### config.mk
export PLATFORM = sky130hd
export DESIGN_NAME = mem_ctrl
export DESIGN_NICKNAME = d
export VERILOG_FILES = /design/src/rtl/mem_ctrl.sv
export SDC_FILE = /design/constraint.sdc
export NUM_CORES = 1
export LEC_CHECK = 0
export ABC_AREA = 1
export ABC_CLOCK_PERIOD_IN_PS = 2000
export BUFFER_PORTS_ARGS = -buffer_cell sky130_fd_sc_hd__buf_2
export CELL_PAD_IN_SITES_DETAIL_PLACEMENT = 0
export CELL_PAD_IN_SITES_GLOBAL_PLACEMENT = 1
export CORE_UTILIZATION = 35
export CTS_CLUSTER_DIAMETER = 150
export DETAILED_ROUTE_END_ITERATION = 8
export PLACE_DENSITY_LB_ADDON = 0.1
export SETUP_SLACK_MARGIN = 0.02
export SLEW_MARGIN = 20
export SYNTH_ARGS = -nofsm -noshare
export SYNTH_HDL_FRONTEND = slang
export SYNTH_SLANG_ARGS = --single-unit
### constraint.sdc
create_clock -name clk -period 2 [get_ports clk]
set_clock_uncertainty 0.05 [all_clocks]
set_input_delay 0.2 -clock clk [delete_from_list [all_inputs] [get_ports clk]]
set_output_delay 0.2 -clock clk [all_outputs]
set_load 0.01 [all_outputs]
### src/rtl/mem_ctrl.sv
// Byte-serial memory controller arbitrating icache fetches and LSB loads/stores onto a single
// RAM/IO port with 1-cycle read latency, IO write back-pressure and rollback.
module mem_ctrl #(
    parameter logic [31:0] IO_BASE = 32'h30000
) (
    input  logic        clk,
    input  logic        rst,
    input  logic        rdy,
    input  logic        clear,
    input  logic [7:0]  mem_din,
    output logic [7:0]  mem_dout,
    output logic [31:0] mem_a,
    output logic        mem_wr,
    input  logic        io_buffer_full,
    input  logic        inst_req,
    input  logic [31:0] inst_addr,
    output logic        inst_rdy,
    output logic [31:0] inst_out,
    input  logic        data_req,
    input  logic        data_wr,
    input  logic [1:0]  data_len,
    input  logic [31:0] data_addr,
    input  logic [31:0] data_in,
    output logic        data_rdy,
    output logic [31:0] data_out
);

    typedef enum logic [1:0] {StIdle, StIfetch, StLoad, StStore} state_e;

    state_e      state;
    logic [31:0] addr_q;
    logic [31:0] wdata_q;
    logic [31:0] rbuf_q;
    logic [2:0]  nbytes_q;
    logic [2:0]  cnt_q;
    logic        frz_q;
    logic [7:0]  din_sv_q;

    logic [7:0]  din;
    logic [1:0]  byte_idx;
    logic [31:0] rd_word;
    logic        store_gated;

    function automatic logic [2:0] len_bytes(input logic [1:0] len);
        case (len)
            2'd0:    return 3'd1;
            2'd1:    return 3'd2;
            default: return 3'd4;
        endcase
    endfunction

    // mem_din only carries the byte for the last active cycle's address on the first frozen
    // cycle, so it is saved there and replayed on the resume edge.
    assign din         = frz_q ? din_sv_q : mem_din;
    assign byte_idx    = 2'(cnt_q - 3'd2);
    assign store_gated = (addr_q >= IO_BASE) && io_buffer_full;

    always_comb begin
        rd_word = rbuf_q;
        rd_word[8*byte_idx +: 8] = din;
    end

    always_ff @(posedge clk) begin
        if (rst) begin
            state    <= StIdle;
            addr_q   <= '0;
            wdata_q  <= '0;
            rbuf_q   <= '0;
            nbytes_q <= '0;
            cnt_q    <= '0;
            frz_q    <= 1'b0;
            din_sv_q <= '0;
            mem_a    <= '0;
            mem_dout <= '0;
            mem_wr   <= 1'b0;
            inst_rdy <= 1'b0;
            inst_out <= '0;
            data_rdy <= 1'b0;
            data_out <= '0;
        end else if (!rdy) begin
            if (!frz_q) din_sv_q <= mem_din;
            frz_q <= 1'b1;
        end else begin
            frz_q <= 1'b0;
            unique case (state)
                StIdle: begin
                    inst_rdy <= 1'b0;
                    data_rdy <= 1'b0;
                    mem_wr   <= 1'b0;
                    if (!clear && !inst_rdy && !data_rdy) begin
                        if (data_req) begin
                            addr_q   <= data_addr;
                            wdata_q  <= data_in;
                            nbytes_q <= len_bytes(data_len);
                            rbuf_q   <= '0;
                            if (data_wr) begin
                                state <= StStore;
                                if (data_addr >= IO_BASE && io_buffer_full) begin
                                    cnt_q <= 3'd0;
                                end else begin
                                    mem_wr   <= 1'b1;
                                    mem_a    <= data_addr;
                                    mem_dout <= data_in[7:0];
                                    cnt_q    <= 3'd1;
                                end
                            end else begin
                                state <= StLoad;
                                mem_a <= data_addr;
                                cnt_q <= 3'd1;
                            end
                        end else if (inst_req) begin
                            state    <= StIfetch;
                            addr_q   <= inst_addr;
                            nbytes_q <= 3'd4;
                            rbuf_q   <= '0;
                            mem_a    <= inst_addr;
                            cnt_q    <= 3'd1;
                        end
                    end
                end
                StIfetch, StLoad: begin
                    if (clear) begin
                        state  <= StIdle;
                        mem_a  <= '0;
                        mem_wr <= 1'b0;
                    end else begin
                        mem_a <= (cnt_q < nbytes_q) ? addr_q + 32'(cnt_q) : '0;
                        // cnt_q counts cycles since acceptance; the byte issued in cycle k+1
                        // arrives in cycle k+2.
                        if (cnt_q >= 3'd2) rbuf_q <= rd_word;
                        if (cnt_q == nbytes_q + 3'd1) begin
                            state <= StIdle;
                            if (state == StIfetch) begin
                                inst_out <= rd_word;
                                inst_rdy <= 1'b1;
                            end else begin
                                data_out <= rd_word;
                                data_rdy <= 1'b1;
                            end
                        end
                        cnt_q <= cnt_q + 3'd1;
                    end
                end
                StStore: begin
                    if (cnt_q == nbytes_q) begin
                        mem_wr   <= 1'b0;
                        mem_a    <= '0;
                        data_rdy <= 1'b1;
                        state    <= StIdle;
                    end else if (store_gated) begin
                        mem_wr <= 1'b0;
                    end else begin
                        mem_wr   <= 1'b1;
                        mem_a    <= addr_q + 32'(cnt_q);
                        mem_dout <= wdata_q[8*cnt_q[1:0] +: 8];
                        cnt_q    <= cnt_q + 3'd1;
                    end
                end
                default: state <= StIdle;
            endcase
        end
    end

endmodule

==> results.json <==
{
  "preCtsSetupSlack_ns": -0.112,
  "cp-end-kind": "flip-flop",
  "insertion_delay_ns": 0.54,
  "arrival_ns": 2.43,
  "ys_ff_latch": 220,
  "syn_area_mm2": 0.0112,
  "min_period_over_period": 1.01,
  "criticalPathCategory": "reg -> reg",
  "overflow": 0,
  "cp_slowest_cell": "fa_2",
  "hpwl_mm": 26.1,
  "critPathMaxStageDelay_ns": 0.41,
  "cts_buffer_depth": 3,
  "leakage_nw": 7.05,
  "io_pins": 221,
  "period_needed_ns": 2.01,
  "viasPerCell": 4.86,
  "yosysTopAreaCell": "dfxtp_1",
  "hold_violations": 0,
  "synth_common_cells": "345 x nand2_1, 329 x nor2_1, 220 x dfxtp_1",
  "root_buffer": "clkbuf_16",
  "die_area_mm2": 0.0326,
  "critPathTopFamily": "adder cells",
  "drive_above_1_share": 0.241,
  "synth_flop_cell": "dfxtp_1",
  "drt_iter0_markers": 665,
  "antenna_found_initial": 0,
  "setup_viol": 1,
  "ant_nets": 0,
  "multi_input_area_mm2": 0.00604,
  "drc": 0,
  "portBuffers": 220,
  "cts_buffers": 26,
  "hp-class": "in -> reg",
  "synth_warnings": 0,
  "wl_per_cell_um": 15.9,
  "fin_setup_tns_ns": -0.0148,
  "worst_slew_pin_slew_ns": 0.843,
  "fp-row-count": 65,
  "routed_wl_mm": 38.7,
  "die_h_um": 181,
  "synth-edff-count": 0,
  "drv_cap": 0,
  "fmax_mhz": 496,
  "critPathMaxFanout": 4,
  "synth_cells": 1696,
  "ys_seq_area_frac": 0.394,
  "drt_pass1_iterations": 5,
  "path_buf_inv": 2,
  "critPathLaunchType": "flip-flop",
  "grt_setup_unrepaired": "true",
  "cts.htree.levels": 1,
  "place.gp.congestion": 0.849,
  "nFillCells": 3244,
  "hold_ws_ns": 0.0267,
  "die_w_um": 181,
  "seq_area_mm2": 0.00441,
  "avgSynthCellArea_um2": 6.58,
  "grt_pass1_vias": 10900,
  "crit_chain": "ha_4 > inv_2 > fa_2 > o21ai_4 > nand2_4 > nor2_4 > buf_4 > a21o_1 > nand3_2 > a21oi_2",
  "grt_pass1_wl_mm": 58.2,
  "ir_worst_vdd_mv": 0.734,
  "slew_headroom": 0.438,
  "cts_tree": "yes",
  "synth_nets": 1827,
  "clk_pin_slew_ns": 0.06,
  "area_growth_pct": 37.9,
  "globalRouteTotalUtil": 0.220,
  "core_mm2": 0.0315,
  "synthTopCellsByArea": "dfxtp_1 39%, nand2_1 12%, nor2_1 11%, o21ai_0 8.0%, inv_1 6.5%",
  "cts_sinks": 220,
  "num-nets-final": 2144,
  "synth_top_cell_area_share": 0.394,
  "power_density_mw_per_mm2": 835,
  "synth-async-reset-ratio": 0,
  "n_antenna_cell": 0,
  "worst_ep_required_time_ns": 2.42,
  "outcome": "finished, violations left",
  "fin_ws_ns": -0.0148,
  "violations": "negative setup slack",
  "vias": 11800,
  "grt_max_degree": 67,
  "start_util": 0.355,
  "yosysMostFrequentCell": "nand2_1",
  "slew_viol_final": 0,
  "synthDistinctLibCells": 42
}
final timing paths:
check                            from                  endpoint  slack [ns]  depth (start not counted)
min                     inst_addr[29]   addr_q[29]$_SDFFE_PP0P_        0.03                          5
max reg2reg    addr_q[0]$_SDFFE_PP0P_    mem_a[16]$_SDFFE_PP0P_       -0.01                         10
min reg2reg  inst_out[5]$_SDFFE_PP0P_  inst_out[5]$_SDFFE_PP0P_        0.39                          2
max            addr_q[0]$_SDFFE_PP0P_    mem_a[16]$_SDFFE_PP0P_       -0.01                         10
area by class of cell:
cell class / count / area share
inverter: 202 / 0.0509
multi-input combinational: 1188 / 0.392
timing repair buffer: 375 / 0.177
clock inverter: 11 / 0.0111
tap: 402 / 0.0327
clock buffer: 37 / 0.0495
sequential: 220 / 0.287
registers in the layout, indices dropped and copies added, names as in the netlist:
signal,cells
mem_wr,1
nbytes_q,3
inst_rdy,1
addr_q,32
mem_a,32
data_out,32
wdata_q,32
cnt_q,3
data_rdy,1
inst_out,32
din_sv_q,8
mem_dout,8
rbuf_q,32
state,2
frz_q,1
metal layers:
metal / global-route usage / wire [um] / vias to the layer above
met4: 0.0482 / 873 / 0
met3: 0.0293 / 1660 / 52
met5: 0 / 0 / -
met2: 0.362 / 17700 / 297
met1: 0.306 / 18500 / 5421
li1: - / - / 6055
per-stage QoR:
stage / total power [mW] / utilization / instances / area, um2
after floorplan: 6.42 / - / 1696 / 11200
final: 12.9 / 0.489 / 2435 / 15400
after global placement: 7.46 / 0.417 / 2310 / 13100
after detailed placement: 7.46 / 0.417 / 2310 / 13100
after CTS: 12.7 / 0.463 / 2405 / 14600
after global routing: 13.5 / 0.489 / 2435 / 15400
cells in the final DEF (no fill, tap or decap), types with 5 or more instances in the layout:
master         count
nand3_4            6
a22o_1             8
buf_12            13
o21ai_0          154
nor2_2            11
nor2_4             6
nand4_1           19
a211oi_1          15
buf_6             10
dlygate4sd3_1     46
ha_1              10
nand3b_1           7
nand3_1           55
o21ai_1           17
mux2i_1           21
clkinv_2           5
inv_1            189
buf_4             78
o21ai_2           12
ha_4               5
clkbuf_16         34
a21oi_2            8
a21oi_1          120
dfxtp_2            5
nor2_1           320
nand2_2           15
clkbuf_8           7
o22ai_2           13
inv_2              5
nand2_1          330
buf_2            220
dfxtp_1          214
logic make-up (layout without fill, tap and decap cells):
group                      after synthesis  count (layout)  share of synthesized area
AOI/OAI and AO/OA                      358             358                      0.170
xor gates and xnor gates                 6               6                    0.00538
adders and majority gates               17              17                     0.0197
buffers and inverters                  289             625                      0.104
DFF                                    220             220                      0.394
muxes                                   21              21                     0.0188
and+or+nand+nor                        785             786                      0.287
power by group:
part / total [mW] / leakage, nW / internal, mW / switching (mW)
Sequential: 4.85 / 1.79 / 4.66 / 0.191
Clock: 5.13 / 0.455 / 3.17 / 1.97
Combinational: 2.87 / 4.80 / 1.15 / 1.72
worst min-delay path, cell delays in order:
cell     delay (ns)
buf_2          0.07
mux2i_1        0.05
inv_1          0.07
o21ai_0        0.08
a21oi_1        0.11
repair_timing:
item                                   CTS  global route
hold buffers                            46             0
pin swaps                                2            23
cloned                                   0            12
setup endpoints to repair               58           178
endpoints found under the hold margin   47             0
setup buffers                            1            18
gates resized for setup                 17           126
Power figures use the tool's default switching activity.
